`config.mk`:
```
export PLATFORM = sky130hd
export DESIGN_NAME = row_element
export DESIGN_NICKNAME = d
export VERILOG_FILES = /design/src/rtl/row_element.sv
export SDC_FILE = /design/constraint.sdc
export NUM_CORES = 2
export LEC_CHECK = 0
export CAP_MARGIN = 20
export CORE_MARGIN = 5
export CORE_UTILIZATION = 35
export CTS_CLUSTER_DIAMETER = 40
export DETAILED_ROUTE_END_ITERATION = 16
export GPL_TIMING_DRIVEN = 0
export HOLD_SLACK_MARGIN = 0.02
export SLEW_MARGIN = 15
export SYNTH_ARGS = -nofsm -noshare
export SYNTH_HDL_FRONTEND = slang
export SYNTH_SLANG_ARGS = --single-unit
```
`constraint.sdc`:
```
create_clock -name clk -period 17.4 [get_ports clk]
set_input_delay 3.48 -clock clk [delete_from_list [all_inputs] [get_ports clk]]
set_output_delay 3.48 -clock clk [all_outputs]
set_load 0.01 [all_outputs]
```
`src/rtl/row_element.sv`:
```
// One row of a small NPU array: three signed MAC lanes sharing one partial-sum input.
// Each lane captures operands on start, multiplies, then accumulates; row done is the AND of lane dones.

module row_mac #(
    parameter int DW = 16
) (
    input  logic                   clk,
    input  logic                   rst,
    input  logic                   start,
    input  logic signed [DW-1:0]   x,
    input  logic signed [DW-1:0]   w,
    input  logic signed [2*DW-1:0] acc_in,
    output logic signed [2*DW-1:0] acc_out,
    output logic                   done
);

    localparam logic [1:0] S_IDLE    = 2'd0;
    localparam logic [1:0] S_CAPTURE = 2'd1;
    localparam logic [1:0] S_COMPUTE = 2'd2;
    localparam logic [1:0] S_DONE    = 2'd3;

    logic [1:0]             r_state;
    logic signed [DW-1:0]   r_x;
    logic signed [DW-1:0]   r_w;
    logic signed [2*DW-1:0] r_acc;
    logic signed [2*DW-1:0] product;

    always_ff @(posedge clk or negedge rst) begin
        if (!rst) begin
            r_state <= S_IDLE;
            r_x     <= '0;
            r_w     <= '0;
            r_acc   <= '0;
            product <= '0;
            acc_out <= '0;
            done    <= 1'b0;
        end else begin
            case (r_state)
                S_IDLE, S_DONE: begin
                    // acc_out and product keep their old values until the new operation reaches them
                    if (start) begin
                        r_x     <= x;
                        r_w     <= w;
                        r_acc   <= acc_in;
                        done    <= 1'b0;
                        r_state <= S_CAPTURE;
                    end
                end
                S_CAPTURE: begin
                    product <= (2*DW)'(r_x) * (2*DW)'(r_w);
                    r_state <= S_COMPUTE;
                end
                S_COMPUTE: begin
                    acc_out <= r_acc + product;
                    done    <= 1'b1;
                    r_state <= S_DONE;
                end
                default: r_state <= S_IDLE;
            endcase
        end
    end

endmodule

module row_element #(
    parameter int DW = 16
) (
    input  logic                   clk,
    input  logic                   rst,
    input  logic                   start,
    input  logic signed [DW-1:0]   x0,
    input  logic signed [DW-1:0]   x1,
    input  logic signed [DW-1:0]   x2,
    input  logic signed [DW-1:0]   w0,
    input  logic signed [DW-1:0]   w1,
    input  logic signed [DW-1:0]   w2,
    input  logic signed [2*DW-1:0] acc_in,
    output logic signed [2*DW-1:0] acc0_out,
    output logic signed [2*DW-1:0] acc1_out,
    output logic signed [2*DW-1:0] acc2_out,
    output logic                   done
);

    logic [2:0] w_lane_done;

    row_mac #(.DW(DW)) mac0 (
        .clk(clk), .rst(rst), .start(start), .x(x0), .w(w0),
        .acc_in(acc_in), .acc_out(acc0_out), .done(w_lane_done[0])
    );

    row_mac #(.DW(DW)) mac1 (
        .clk(clk), .rst(rst), .start(start), .x(x1), .w(w1),
        .acc_in(acc_in), .acc_out(acc1_out), .done(w_lane_done[1])
    );

    row_mac #(.DW(DW)) mac2 (
        .clk(clk), .rst(rst), .start(start), .x(x2), .w(w2),
        .acc_in(acc_in), .acc_out(acc2_out), .done(w_lane_done[2])
    );

    assign done = &w_lane_done;

endmodule

```
**Yosys cells after proc, flatten, opt, wreduce, memory -nomap -nowiden**

Cells that the tools add are included.

- Register bits after elaboration: 393
- Logic and storage cells: 63
- Output and inout port bits: 97
- Bits of input ports: 131

- $mul: 3
- $add $sub $neg: 3
- Mux-type cells: 8
- Equal/unequal tests: 12
- Reductions and logical operators: 16

Operator list:

| operator | count |
|---|---|
| adder 32 bit | 3 |
| multiplier 16 x 16 -> 32 bit | 3 |
| case mux 2 bit (3 select lines) | 3 |
| == test 2 bit, second input constant | 6 |
| AND reduction 2 bit | 6 |
| == test 2 x 1 -> 1 bit, second input constant | 3 |
| logical NOT 2 bit | 3 |
| != test 2 bit, second input constant | 3 |
| case mux 1 bit (2 select lines) | 3 |
| nonzero test 2 bit | 3 |
| OR reduction 2 bit | 3 |
| AND reduction 3 bit | 1 |
| two-way mux 2 bit | 1 |
| two-way mux 1 bit | 1 |

**Logic depth before layout (Yosys ltp)**

- Depth in word-level cells: 4
- Depth in mapped cells: 25
- Gate-level depth less buffers: 24

**By module**

From an unflattened synthesis, not the netlist that was laid out.

- Cells, all modules: 4923
- Area, all modules: 49100.8 µm²

Modules (own cells, without submodules):

| module | area an instance (µm²) | sequential area each (µm²) | times used | cells an instance |
|---|---|---|---|---|
| row_mac (mac0) | 16570.9 | 3278.1 | 1 | 1677 |
| row_mac (mac2) | 16275.6 | 3278.1 | 1 | 1628 |
| row_mac (mac1) | 16248.1 | 3278.1 | 1 | 1617 |
| row_element | 6.3 | 0.0 | 1 | 1 |

**Worst setup path before layout**

OpenSTA, ideal clock, no wires.

- Path type: register to register
- From: register mac0.r_x[15]
- To: register mac0.product[31]
- Arrival: 6.052 ns
- Data required time: 17.262 ns
- Setup time: 0.138 ns
- Path slack: 11.210 ns
- Path buffers: 1
- Period minus slack after synthesis: 6.190 ns
- Cell stages (with the launch flop): 22
- Cell sequence: dfrtp_1 -> clkbuf_1 -> nand2_1 -> fa_1 -> inv_1 -> fa_1 -> fa_1 -> fa_1 -> fa_1 -> inv_1 -> fa_1 -> inv_1 -> ha_1 -> a21o_1 -> a21o_1 -> a21oi_1 -> o21ai_0 -> a2111oi_0 -> nor2_1 -> a211o_1 -> or4b_2 -> o211ai_1

- Word-level cells in the longest chain between the ends: 1

Ends and longest elaborated chain:

| item | line | source |
|---|---|---|
| from (decl) | 23 | `logic signed [DW-1:0] r_x;` |
| from (signal assigned) | 31 | `r_x <= '0;` |
| from (signal assigned) | 42 | `r_x <= x;` |
| multiplier 16 x 16 -> 32 bit | 50 | `product <= (2*DW)'(r_x) * (2*DW)'(r_w);` |
| to (signal assigned) | 50 |  |
| to (decl) | 26 | `logic signed [2*DW-1:0] product;` |

No other way between the ends.
A chain may end at the register's enable or synchronous reset.

**Worst setup path in the final report**

- From: register mac2.r_x[10]
- To: register mac2.product[31]

- Word-level cells in the longest chain between the ends: 1

Ends and longest elaborated chain:

| item | line |
|---|---|
| from (decl) | 23 |
| from (signal assigned) | 31 |
| from (signal assigned) | 42 |
| multiplier 16 x 16 -> 32 bit | 50 |
| to (signal assigned) | 50 |
| to (decl) | 26 |

No other way between the ends.

==> run_results.csv <==
group,metric,value,unit
floorplan,die_w,382,um
synth,syn_nets,6048,
routing,wl_per_cell,20.0,um
placed_design,io_buffers,227,
synth,synth_area_leaders,"fa_1, dfrtp_1, ha_1",
synth,yosysWarnings,0,
sta,grt_setup_unrepaired,"no",
min_path,holdPathStages,2,
critical_path,critPathCaptureType,"flop",
synth,synthCells,4783,
flow_run,cap_viol_max_count,0,
routing,firstDrtPassIters,6,
sta,finalCriticalPeriod,7.36,ns
routing,drtIter0Drc,1961,
global_route,grt_pass1_vias,37000,
synth,ys_types,70,
global_route,grt_overflow,0,
finish,fillers,13400,
finish,synthToLayoutAreaGrowth,15.3,%
sta,maxSlewViolCount,0,
synth,synth.cell_area,0.0484,mm^2
critical_path,cp.required,17.90,ns
synth,synth.most_common_cell,"inv_1",
floorplan,die_area,0.146,mm^2
clock_network,postCtsSetupBuffers,0,
synth,synth_top_cells_by_count,"inv_1, fa_1, nand2_1, dfrtp_1, and2_1",
critical_path,crit_fanout,10,
clock_network,cts_resized,0,
critical_path,crit_top_cell,"fa_1",
routing,detail-route-antenna-nets,0,
finish,postLayoutCellArea,0.0558,mm^2
critical_path,slowest_stage,"dfrtp_1",
sta,fmax,0.136,GHz
routing,wirelength,139000,um
global_route,grt_antenna_before_repair,17,
floorplan,die_h,382,um
clock_network,clkSlewWorstSetupHoldPaths,0.05,ns
critical_path,start_kind,"flop",
critical_path,worstSetupPathType,"reg2reg",
synth,synthSimpleGateAreaFrac,11.9,%
critical_path,cp.buffers_inverters,2,
critical_path,r2r_slack,10.04,ns
sta,skew,0.0650,ns
synth,synth_top_cell_area_share,32.7,%
placed_design,dp_slack,10.12,ns
routing,vias,34300,
synth,synth_top_family_by_area,"adder cells",
synth,synth_flop_cell,"dfrtp_1",
critical_path,cp.depth,19,
synth,synth-seq-area-share,20.3,%
placed_design,gp_congestion,0.936,
clock_network,hold_buffers,0,
critical_path,r2r_cells,19,
run_status,outcome,"finished clean",
floorplan,placementRows,136,
critical_path,reg2reg_to,"mac2.product[31]$_DFFE_PN0N_",
clock_network,clk_latency,0.67,ns
floorplan,ios,228,
sta,finalSetupViolations,0,
synth,ys_seq_elements,393,
placed_design,hpwl,116000,um
routing,drc,0,
global_route,track_usage,19.5,%
critical_path,crit_chain,"clkbuf_1, nand2_1, fa_1, fa_1, fa_1, fa_1, inv_1, fa_1, fa_1, ha_1, a211oi_1, o21ai_0, o21ai_1, o211a_1, o21ai_1, a311oi_1, a21oi_1, xnor2_1, mux2_2",
critical_path,critPathMaxStageDelay,0.65,ns
global_route,grt_first_pass_wirelength,219000,um
synth,synthAdderAreaFrac,41.6,%
clock_network,clockRootBuffer,"clkbuf_16",
min_path,hp-start,"mac0.acc_out[30]$_DFFE_PN0P_",
synth,yosysTopAreaCell,"fa_1",
floorplan,core-area,0.137,mm^2
critical_path,cp.arrival,7.87,ns
clock_network,clock_path_buffers,3,
sta,fin_crit_sh,42.3,%
synth,synthXorXnorAreaFrac,3.10,%
clock_network,cts_tree,"built",
floorplan,initial_utilization,35.2,%
synth,synth_area_per_cell,10.1,um^2
synth,postSynth.asyncResetShare,100,%
clock_network,numCtsBuffers,80,
finish,layout-drive-gt1-share,9.63,%
sta,slew_headroom,46.1,%
min_path,holdPathEnd,"mac0.acc_out[30]$_DFFE_PN0P_",
clock_network,htree_levels,3,
sta,final-hold-violation-count,0,
sta,whs,0.486,ns
synth,synthMuxAreaShare,7.64,%
min_path,hold_class,"reg2reg",
sta,fin_ws,10.04,ns
synth,synth_edf_count,0,
finish,layout.nets,6361,
critical_path,r2r_start,"mac2.r_x[10]$_DFFE_PN0P_",
global_route,grt_max_degree,98,
critical_path,critPathTopFamily,"adder cells",
synth,synth_compound_area_share,7.12,%
sta,worstMarginPinSlew,0.808,ns
routing,routed_via_density,4.93,
placed_design,place_area,0.0530,mm^2
clock_network,cts_sinks,393,
## cells by family (layout without fill, tap and decap cells)
group | after synthesis | in the layout
mux | 329 | 329
xor+xnor | 171 | 171
other cells | 0 | 13
fa+ha+maj | 1134 | 1134
buf+inv | 1076 | 1453
simple gates | 1151 | 1151
compound gates | 529 | 529
flops | 393 | 393
## layout make-up
| class | instances | area [um^2] | share of cell area (%) |
|---|---|---|---|
| Tap cell | 1794 | 2240 | 4.02 |
| Clock inverter | 53 | 619 | 1.11 |
| Timing Repair Buffer | 231 | 2390 | 4.28 |
| Clock buffer | 93 | 2130 | 3.82 |
| Inverter | 924 | 3470 | 6.22 |
| Sequential cell | 393 | 9830 | 17.6 |
| Antenna cell | 13 | 32.5 | 0.0583 |
| Buffer | 152 | 572 | 1.02 |
| Multi-Input combinational cell | 3314 | 34500 | 61.8 |
## worst register-to-register path: cells and delay by family, from the launching register on
| family | cells | cell delay [ns] |
|---|---|---|
| AO/OA/AOI/OAI | 7 | 1.96 |
| XOR/XNOR | 1 | 0.15 |
| adder cells (fa/ha/maj) | 7 | 3.44 |
| buffers and inverters | 2 | 0.60 |
| flip-flops | 1 | 0.65 |
| multiplexers | 1 | 0.26 |
| AND/OR/NAND/NOR | 1 | 0.19 |
## sequential cells by signal (all words and copies together), names as in the netlist, 32 cells and up
name / flops
mac0.acc_out: 32
mac1.product: 32
mac0.r_acc: 32
mac2.acc_out: 32
mac1.acc_out: 32
mac1.r_acc: 32
mac2.r_acc: 32
mac2.product: 32
mac0.product: 32
## layout by cell type (no fill, tap or decap), drive strengths merged, types with 18 or more instances in the layout
master           n
nand3           33
mux2           323
clkbuf         239
a31oi           26
o21a            24
nor3            22
ha             345
nor2           137
nand2          442
fa             789
o21bai          26
dfrtp          393
a21oi          146
xor2            36
a21o            75
and2           369
clkinv          24
o21ai          101
nand2b          41
o211ai          20
inv            941
a211oi          22
clkdlybuf4s50  226
xnor2          135
and3            18
## through the flow
step / setup TNS (ns) / std cells / utilization, %
after CTS: 0 / 6954 / 40.6
after global routing: 0 / 6957 / 40.6
final: 0 / 6967 / 40.6
after global placement: -2149.86 / 6804 / 38.5
after floorplan: 0 / 4783 / -
after detailed placement: 0 / 6808 / 38.6
## worst max-delay path by stage
stage                                               to  slack, ns                      from
after detailed placement  mac2.product[31]$_DFFE_PN0N_      10.12  mac2.r_x[10]$_DFFE_PN0P_
after floorplan           mac0.product[31]$_DFFE_PN0N_      11.21  mac0.r_x[15]$_DFFE_PN0P_
final                     mac2.product[31]$_DFFE_PN0N_      10.04  mac2.r_x[10]$_DFFE_PN0P_
after global routing      mac0.product[31]$_DFFE_PN0N_       9.72   mac0.r_w[4]$_DFFE_PN0P_
after CTS                 mac2.product[31]$_DFFE_PN0N_      10.08  mac2.r_x[10]$_DFFE_PN0P_
after global placement        mac0.r_x[15]$_DFFE_PN0P_      -5.55                       rst
## per-layer routing
metal / part of all wire (%) / up-vias / routed length (um) / GRT usage (%)
li1: - / 15700 / - / -
met1: 43 / 17400 / 60000 / 26.0
met2: 44 / 1006 / 61600 / 30.5
met3: 8.9 / 240 / 12500 / 5.86
met4: 3.7 / 6 / 5100 / 6.03
met5: 0.024 / - / 34 / 0
Power is left out: the tool's default activity adds up to more than one toggle a clock period on the data nets, which glitch-free logic cannot reach.
